===== config.mk =====
export PLATFORM = sky130hd
export DESIGN_NAME = pwm_duty_scheduler
export DESIGN_NICKNAME = d
export VERILOG_FILES = /design/src/rtl/pwm_duty_scheduler.sv
export SDC_FILE = /design/constraint.sdc
export NUM_CORES = 1
export LEC_CHECK = 0
export CAP_MARGIN = 20
export CORE_MARGIN = 3
export CORE_UTILIZATION = 25
export CTS_BUF_LIST = sky130_fd_sc_hd__clkbuf_4
export CTS_CLUSTER_DIAMETER = 80
export DETAILED_ROUTE_END_ITERATION = 12
export PLACE_DENSITY_LB_ADDON = 0.2
export SYNTH_ARGS = -nofsm -noshare
export SYNTH_HDL_FRONTEND = slang
export SYNTH_SLANG_ARGS = --single-unit

===== constraint.sdc =====
create_clock -name sysclk -period 4.8 [get_ports sysclk]
set_input_delay 1.44 -clock sysclk [delete_from_list [all_inputs] [get_ports sysclk]]
set_output_delay 1.44 -clock sysclk [all_outputs]
set_load 0.1 [all_outputs]

===== src/rtl/pwm_duty_scheduler.sv =====
// pwm_duty_scheduler: buffers software duty writes in per-channel shadow registers
// and commits each one to its PWM channel only while that channel's counter sits at
// START (the period right after rollover), one channel at a time, round-robin.
module pwm_duty_scheduler #(
  parameter int unsigned WIDTH = 16,
  parameter int unsigned START = 65535,
  parameter int unsigned NCH   = 4,
  parameter int unsigned AW    = 2
) (
  input  logic                 sysclk,
  input  logic                 sysreset,
  input  logic                 wr_en_i,
  input  logic [AW-1:0]        wr_addr_i,
  input  logic [WIDTH-1:0]     wr_data_i,
  input  logic [NCH*WIDTH-1:0] cnt_flat_i,
  input  logic                 ovr_clear_i,
  output logic [WIDTH-1:0]     load_data_o,
  output logic [NCH-1:0]       load_en_o,
  output logic [NCH-1:0]       pending_o,
  output logic [NCH-1:0]       overrun_o,
  output logic                 busy_o
);

  localparam logic [WIDTH-1:0] StartVal = WIDTH'(START);

  localparam logic [1:0] StIdle = 2'd0;
  localparam logic [1:0] StLoad = 2'd1;
  localparam logic [1:0] StGap  = 2'd2;

  logic [1:0]       state_q, state_d;
  logic [WIDTH-1:0] shadow_q [NCH];
  logic [NCH-1:0]   pending_q, pending_d;
  logic [NCH-1:0]   overrun_q, overrun_d;
  logic [NCH-1:0]   load_en_q, load_en_d;
  logic [WIDTH-1:0] load_data_q, load_data_d;
  logic [AW-1:0]    rr_ptr_q, rr_ptr_d;
  logic             busy_q, busy_d;

  logic [NCH-1:0]   eligible;
  logic             grant_found;
  logic             grant_valid;
  logic [AW-1:0]    grant_idx;
  logic [AW-1:0]    search_idx;
  logic [NCH-1:0]   grant_oh;
  logic             wr_hit;
  logic [NCH-1:0]   wr_oh;

  // Eligibility: a value is waiting and the live counter is in its safe window.
  always_comb begin
    eligible = '0;
    for (int unsigned k = 0; k < NCH; k++) begin
      eligible[k] = pending_q[k] && (cnt_flat_i[k*WIDTH +: WIDTH] == StartVal);
    end
  end

  // Round-robin search from rr_ptr upward with wrap; first eligible channel wins.
  always_comb begin
    grant_found = 1'b0;
    grant_idx   = '0;
    search_idx  = '0;
    for (int unsigned i = 0; i < NCH; i++) begin
      search_idx = AW'((32'(rr_ptr_q) + i) % NCH);
      if (!grant_found && eligible[search_idx]) begin
        grant_found = 1'b1;
        grant_idx   = search_idx;
      end
    end
  end

  assign grant_valid = (state_q == StIdle) && grant_found;
  assign grant_oh    = grant_valid ? (NCH'(1) << grant_idx) : '0;
  assign wr_hit      = wr_en_i && (32'(wr_addr_i) < NCH);
  assign wr_oh       = wr_hit ? (NCH'(1) << wr_addr_i) : '0;

  // Next-state for flags, load bus, pointer and FSM.
  always_comb begin
    // A write to the channel being granted re-arms pending and is not an overrun.
    pending_d   = (pending_q & ~grant_oh) | wr_oh;
    // Clear first so a coincident overrun-setting write still wins.
    overrun_d   = (ovr_clear_i ? '0 : overrun_q) | (wr_oh & pending_q & ~grant_oh);
    load_en_d   = grant_oh;
    load_data_d = grant_valid ? shadow_q[grant_idx] : load_data_q;
    rr_ptr_d    = grant_valid ? AW'((32'(grant_idx) + 1) % NCH) : rr_ptr_q;
    state_d     = state_q;
    unique case (state_q)
      StIdle:  if (grant_valid) state_d = StLoad;
      StLoad:  state_d = StGap;
      StGap:   state_d = StIdle;
      default: state_d = StIdle;
    endcase
    busy_d = (state_d != StIdle);
  end

  // Control and output registers.
  always_ff @(posedge sysclk or posedge sysreset) begin
    if (sysreset) begin
      state_q     <= StIdle;
      pending_q   <= '0;
      overrun_q   <= '0;
      load_en_q   <= '0;
      load_data_q <= '0;
      rr_ptr_q    <= '0;
      busy_q      <= 1'b0;
    end else begin
      state_q     <= state_d;
      pending_q   <= pending_d;
      overrun_q   <= overrun_d;
      load_en_q   <= load_en_d;
      load_data_q <= load_data_d;
      rr_ptr_q    <= rr_ptr_d;
      busy_q      <= busy_d;
    end
  end

  // Shadow registers; the latest write always wins.
  always_ff @(posedge sysclk or posedge sysreset) begin
    if (sysreset) begin
      for (int unsigned k = 0; k < NCH; k++) begin
        shadow_q[k] <= '0;
      end
    end else if (wr_hit) begin
      shadow_q[wr_addr_i] <= wr_data_i;
    end
  end

  assign load_data_o = load_data_q;
  assign load_en_o   = load_en_q;
  assign pending_o   = pending_q;
  assign overrun_o   = overrun_q;
  assign busy_o      = busy_q;

endmodule


# Word-level counts from Yosys, hierarchy flattened
# Cells that the tools add are included.
[word_totals]
input_bits = 86
register_bits = 97
elab_cells = 78
out_inout_bits = 29
[classes]
bitwise_logic = 8
addsub = 4
n_shift = 2
mux = 27
eq_ne = 5
n_lt_le_gt_ge = 7
n_reduce_logical = 14
[op_table]
columns = ["op", "n"]
rows = [
  ["bitwise mux 64 bit", 1],
  ["== test 16 bit, second input constant", 4],
  ["two-way mux 16 bit", 3],
  ["binary-select mux 16 bit (select 2 bit)", 1],
  ["demux 16 bit (select 2 bit)", 1],
  ["bitwise AND 4 bit", 3],
  ["less-than comparator 2 x 3 -> 1 bit, second input constant", 4],
  ["two-way mux 4 bit", 3],
  ["two-way mux 2 bit", 5],
  ["logical AND 1 bit", 9],
  ["binary-select mux 1 bit (select 2 bit)", 4],
  ["two-way mux 1 bit", 8],
  ["OR 4 bit", 2],
  ["left shift 1 x 2 -> 4 bit, first input constant", 2],
  [">= comparator 3 bit, second input constant", 2],
  ["NOT 2 -> 3 bit", 2],
  ["adder 2 x 1 -> 2 bit, second input constant", 2],
  ["adder 2 bit, second input constant", 2],
  ["NOT 4 bit", 1],
  ["one-hot mux 2 bit (2 select lines)", 1],
  ["zero test 1 bit", 3],
  ["less-than comparator 3 x 1 -> 1 bit, second input constant", 1],
  ["== test 2 x 1 -> 1 bit, second input constant", 1],
  ["zero test 2 bit", 1],
  ["nonzero test 2 bit", 1],
]

# Depth between registers and ports, before layout
[logic_depth]
word_depth = 19
ltp_mapped = 11
mapped_depth_nobuf = 11

# Worst setup path after synthesis
# Ideal clock, no wire load.
[synth_timing]
path_type = "in2reg"
start = "input port cnt_flat_i[18]"
end = "register overrun_q[1], in the netlist overrun_o[1]"
setup_slack_ns = 1.519
path_buffers = 2
t_arrival_ns = 3.136
cell_stages = 11
required_ns = 4.655
setup_ns = 0.145
cell_sequence = "nand4_1 > or4_4 > o22ai_1 > a222oi_1 > buf_6 > buf_6 > inv_1 > ha_1 > nand3_1 > nand2_1 > o22ai_1"
[synth_between]
elab_chain_len = 19
word_cells_on_any_way = 30
cone_classes = "eq/ne (1); shift (1); mux (17); bitwise (3); reduce/logical (8)"
[synth_rtl]
columns = ["element", "line", "text"]
rows = [
  ["start, declared", "15", "input logic [NCH*WIDTH-1:0] cnt_flat_i,"],
  ["== test 16 bit (*)", "52", "eligible[k] = pending_q[k] && (cnt_flat_i[k*WIDTH +: WIDTH] == StartVal);"],
  ["logical AND 1 bit (*)", "52", ""],
  ["binary-select mux 1 bit (select 2 bit)", "63", "if (!grant_found && eligible[search_idx]) begin"],
  ["two-way mux 1 bit (not written as such)", "63", ""],
  ["two-way mux 1 bit", "63", ""],
  ["zero test 1 bit", "63", ""],
  ["logical AND 1 bit", "63", ""],
  ["two-way mux 1 bit", "63", ""],
  ["(+4 left out)", "-", ""],
  ["logical AND 1 bit", "63", ""],
  ["two-way mux 2 bit / two-way mux 1 bit (equally long branches)", "63", ""],
  ["left shift 1 x 2 -> 4 bit / logical AND 1 bit (equally long branches)", "71, 70", ""],
  ["two-way mux 4 bit (*)", "71", "assign grant_oh = grant_valid ? (NCH'(1) << grant_idx) : '0;"],
  ["NOT 4 bit (*)", "80", "overrun_d = (ovr_clear_i ? '0 : overrun_q) | (wr_oh & pending_q & ~grant_oh);"],
  ["bitwise AND 4 bit (*)", "80", ""],
  ["OR 4 bit (*)", "80", ""],
  ["via overrun_d[1]", "33", "logic [NCH-1:0] overrun_q, overrun_d;"],
  ["end signal, assigned", "107", "overrun_q <= overrun_d;"],
  ["end, declared", "33", ""],
]
# The timed path passes the listed nets; every way through them passes the cells marked *. The select of a mux whose other input is x is not followed.
# A chain may end at the register's enable or synchronous reset.

# Worst setup path in the final report
[layout_timing]
start = "input port cnt_flat_i[16]"
end = "register load_data_q[13], in the netlist load_data_o[13]"
[layout_between]
elab_chain_len = 18
word_cells_on_any_way = 29
cone_classes = "eq/ne (1); mux (19); bitwise (1); reduce/logical (8)"
[layout_rtl]
columns = ["element", "line", "text"]
rows = [
  ["== test 16 bit (*)", "52", ""],
  ["logical AND 1 bit (*)", "52", ""],
  ["binary-select mux 1 bit (select 2 bit)", "63", ""],
  ["two-way mux 1 bit (not written as such)", "63", ""],
  ["two-way mux 1 bit", "63", ""],
  ["zero test 1 bit", "63", ""],
  ["logical AND 1 bit", "63", ""],
  ["two-way mux 1 bit", "63", ""],
  ["zero test 1 bit", "63", ""],
  ["logical AND 1 bit", "63", ""],
  ["two-way mux 1 bit", "63", ""],
  ["zero test 1 bit", "63", ""],
  ["logical AND 1 bit", "63", ""],
  ["two-way mux 2 bit", "63", ""],
  ["NOT 2 -> 3 bit (not written as such)", "82", "load_data_d = grant_valid ? shadow_q[grant_idx] : load_data_q;"],
  ["binary-select mux 16 bit (select 2 bit)", "82", ""],
  ["two-way mux 16 bit (not written as such) (2 in a row)", "82", ""],
  ["end signal, assigned", "109", "load_data_q <= load_data_d;"],
  ["end, declared", "35", "logic [WIDTH-1:0] load_data_q, load_data_d;"],
]
# Every way passes the cells marked *; elsewhere a longest branch is shown, timed or not. The select of a mux whose other input is x is not followed.

==> flow_summary.ini <==
[die]
placementRows = 49
initial_core_util_pct = 25.86
die_h_um = 143.5
io_pins = 115
fp.dieArea_mm2 = 0.02058
core_area_mm2 = 0.01827
die_w_um = 143.5

[clock_network]
clk_latency_ns = 0.46
cts_buffer_depth = 2
cts_hold_buf = 0
clkSlewWorstSetupHoldPaths_ns = 0.15
cts_buffers = 9
clock_sink_count = 97
cts_tree = yes
cts-resized-gates = 0
postCtsSetupBuffers = 0
cts-root-buf = clkbuf_4
cts.htree.levels = 3

[worst_setup_path]
critPathRequiredTime_ns = 5.15
startpoint = cnt_flat_i[16]
cp-end-kind = flip-flop
rr_worst_depth = 7
cpPeakStageDelay_ns = 0.64
arrival_ns = 3.93
cpMaxStageDelayCell = a22o_2
startpoint_type = primary input
critPathKind = in2reg
reg2reg_to = load_data_o[13]
critPathMaxFanout = 32
cp_common_cell = o22ai_1
reg2reg_from = pending_o[1]
path_cells = clkdlybuf4s50_1 -> nand4_1 -> or4_4 -> o22ai_1 -> a22o_2 -> o22ai_1 -> mux2i_1 -> o21ai_1
r2r_slack_ns = 2.24

[status]
outcome = complete, no violations

[hold_path]
holdPathEnd = state_q[0]
min_from = state_q[0]
hold_class = reg2reg
holdPathStages = 1

[timing]
slew_violations = 0
finalSetupViolCount = 0
hold_viol_final = 0
fmax_ghz = 0.2795
setup_tns_ns = 0
fin_crit_ns = 3.578
finClkSkew_ns = 0.01626
max-slew-margin-rel_pct = 31.09
fin_crit_sh_pct = 74.54
rsz0062_at_grt = no
timing.final.ws_setup_ns = 1.222
tightestPinTransition_ns = 1.030

[routing]
vias = 3900
avgViaCountPerCell = 4.893
drcViolationCount = 0
drt_iter0_markers = 189
wl_per_cell_um = 17.47
wl_um = 13920
firstDrtPassIters = 4
ant_nets = 0

[grt]
grt_util_met1_pct = 17.53
grt_pass1_vias = 4139
antenna_found_initial = 0
grt_max_degree = 37
grt.total_usage_pct = 13.73
grt_use_met2_pct = 23.06
grt_pass1_wl_um = 21960
top_usage_layer = met2
overflow = 0
use_met3_pct = 3.028

[finish]
fin_nets = 654
drive_above_1_share_pct = 14.61
n_antenna_cell = 0
syn2layout_area_growth_pct = 31.44
final_cell_area_mm2 = 0.006210
final_common_cell = clkdlybuf4s50_1
post-route-util_pct = 33.99
final_cell_mix = clkdlybuf4s50_1, dfrtp_1, mux2_2

[power_and_ir_drop]
power_report.internal_total_w = 0.001274
netSwitchingFraction_pct = 27.17
ir_drop_v = 0.0001305
report.power.total_w = 0.001749
p_clk_share_pct = 24.9
pwr-share-comb_pct = 20.0
power.switching_w = 0.0004752
leakagePower_nw = 2.632
power_density_mw_per_mm2 = 281.7
seqPwrFrac_pct = 55.1

[job]
cap_violations = 0

[place]
dpl_cell_area_mm2 = 0.006078
portBuffers = 114
pre_cts_ws_ns = 0.7224
dp_hpwl_um = 9639
gp_congestion = 0.8346

[yosys]
synthCells = 453
synth-seq-cells = 97
synth_seq_area_share_pct = 51.38
synth_top_cell_by_area = dfrtp_1
ys_types = 37
synth_area_per_cell_um2 = 10.43
synth_top_area_share_pct = 51.38
ys.warnings.count = 0
synth_area_leaders = dfrtp_1, mux2_2, o22ai_1
syn-num-nets = 543
synth_area_mm2 = 0.004725
==> power groups by stage <==
stage,clock [W],combinational [W],sequential (W)
after floorplan,0,0.000201,0.000991
after global placement,0,0.000344,0.000977
after detailed placement,0,0.000353,0.000981
after CTS,0.000455,0.000355,0.000965
after global routing,0.000494,0.000388,0.000976
final,0.000435,0.000350,0.000964
==> registers in the layout (all words and copies together), names as in the netlist <==
register	cells
state_q	2
busy_o	1
overrun_o	4
pending_o	4
rr_ptr_q	2
load_en_o	4
shadow_q	64
load_data_o	16
==> critical path: cells and delay by family <==
kind,cells,cell delay [ns]
buf+inv,1,0.47
mux,1,0.18
compound gates,4,1.14
simple gates,2,0.70
==> synthesized netlist by cell type <==
cell type,n
clkbuf_4,1
or3_1,1
nand3_2,2
nor2b_1,1
mux2_2,49
or4_4,1
nor3b_1,1
o21a_1,1
a222oi_1,2
and4_1,4
ha_1,4
a41o_1,1
buf_2,4
nand3b_1,2
and2_1,6
o22ai_1,38
nand4_2,1
o21ai_0,19
buf_4,1
nand3_1,43
nand2_1,46
or3b_2,1
and3_1,4
mux2i_1,17
clkbuf_1,10
o31ai_1,1
a41oi_1,2
o21bai_1,1
dfrtp_1,97
a22o_2,1
nand4_1,13
a31oi_1,1
inv_1,42
o21ai_1,16
clkbuf_8,1
buf_6,8
nor2_1,10
==> layout make-up <==
type                    instances  area, um^2
multi-input cells             289        1968
flip-flops and latches         97        2427
clock buffers                  10       75.07
well taps                     229       286.5
clock inverters                 5       56.30
fillers                      1855       12060
inverters                      42       160.2
repair buffers                125        1236
==> through the flow <==
| stage | hold slack, ns | std cells |
|---|---|---|
| after floorplan | 0.4385 | 453 |
| after global placement | 0.4641 | 782 |
| after detailed placement | 0.4771 | 782 |
| after CTS | 0.5059 | 797 |
| after global routing | 0.5273 | 797 |
| final | 0.5018 | 797 |
==> worst max-delay path by stage <==
stage / endpoint / slack (ns) / cells after the start
floorplan: busy_o / 0.83 / 1
global placement: load_data_o[7] / 0.78 / 8
detailed placement: load_data_o[9] / 0.72 / 8
CTS: pending_o[3] / 1.21 / 1
global route: load_data_o[3] / 1.12 / 8
finish: load_data_o[13] / 1.22 / 8
==> routing by layer <==
| layer | up-vias | part of all wire (%) |
|---|---|---|
| met3 | 16 | 7.3 |
| met5 | - | 0 |
| met4 | 0 | 1.5 |
| met1 | 1928 | 44 |
| li1 | 1827 | - |
| met2 | 129 | 47 |
==> logic make-up (layout without fill, tap and decap cells) <==
group / Yosys count / count (layout) / synth area share (%)
buffers and inverters: 67 / 182 / 7.071
and+or+nand+nor: 136 / 136 / 14.65
adders and majority gates: 4 / 4 / 1.059
AOI/OAI and AO/OA: 83 / 83 / 10.57
DFF: 97 / 97 / 51.38
muxes: 66 / 66 / 15.28
No activity file was read; power rests on OpenSTA's default activity.
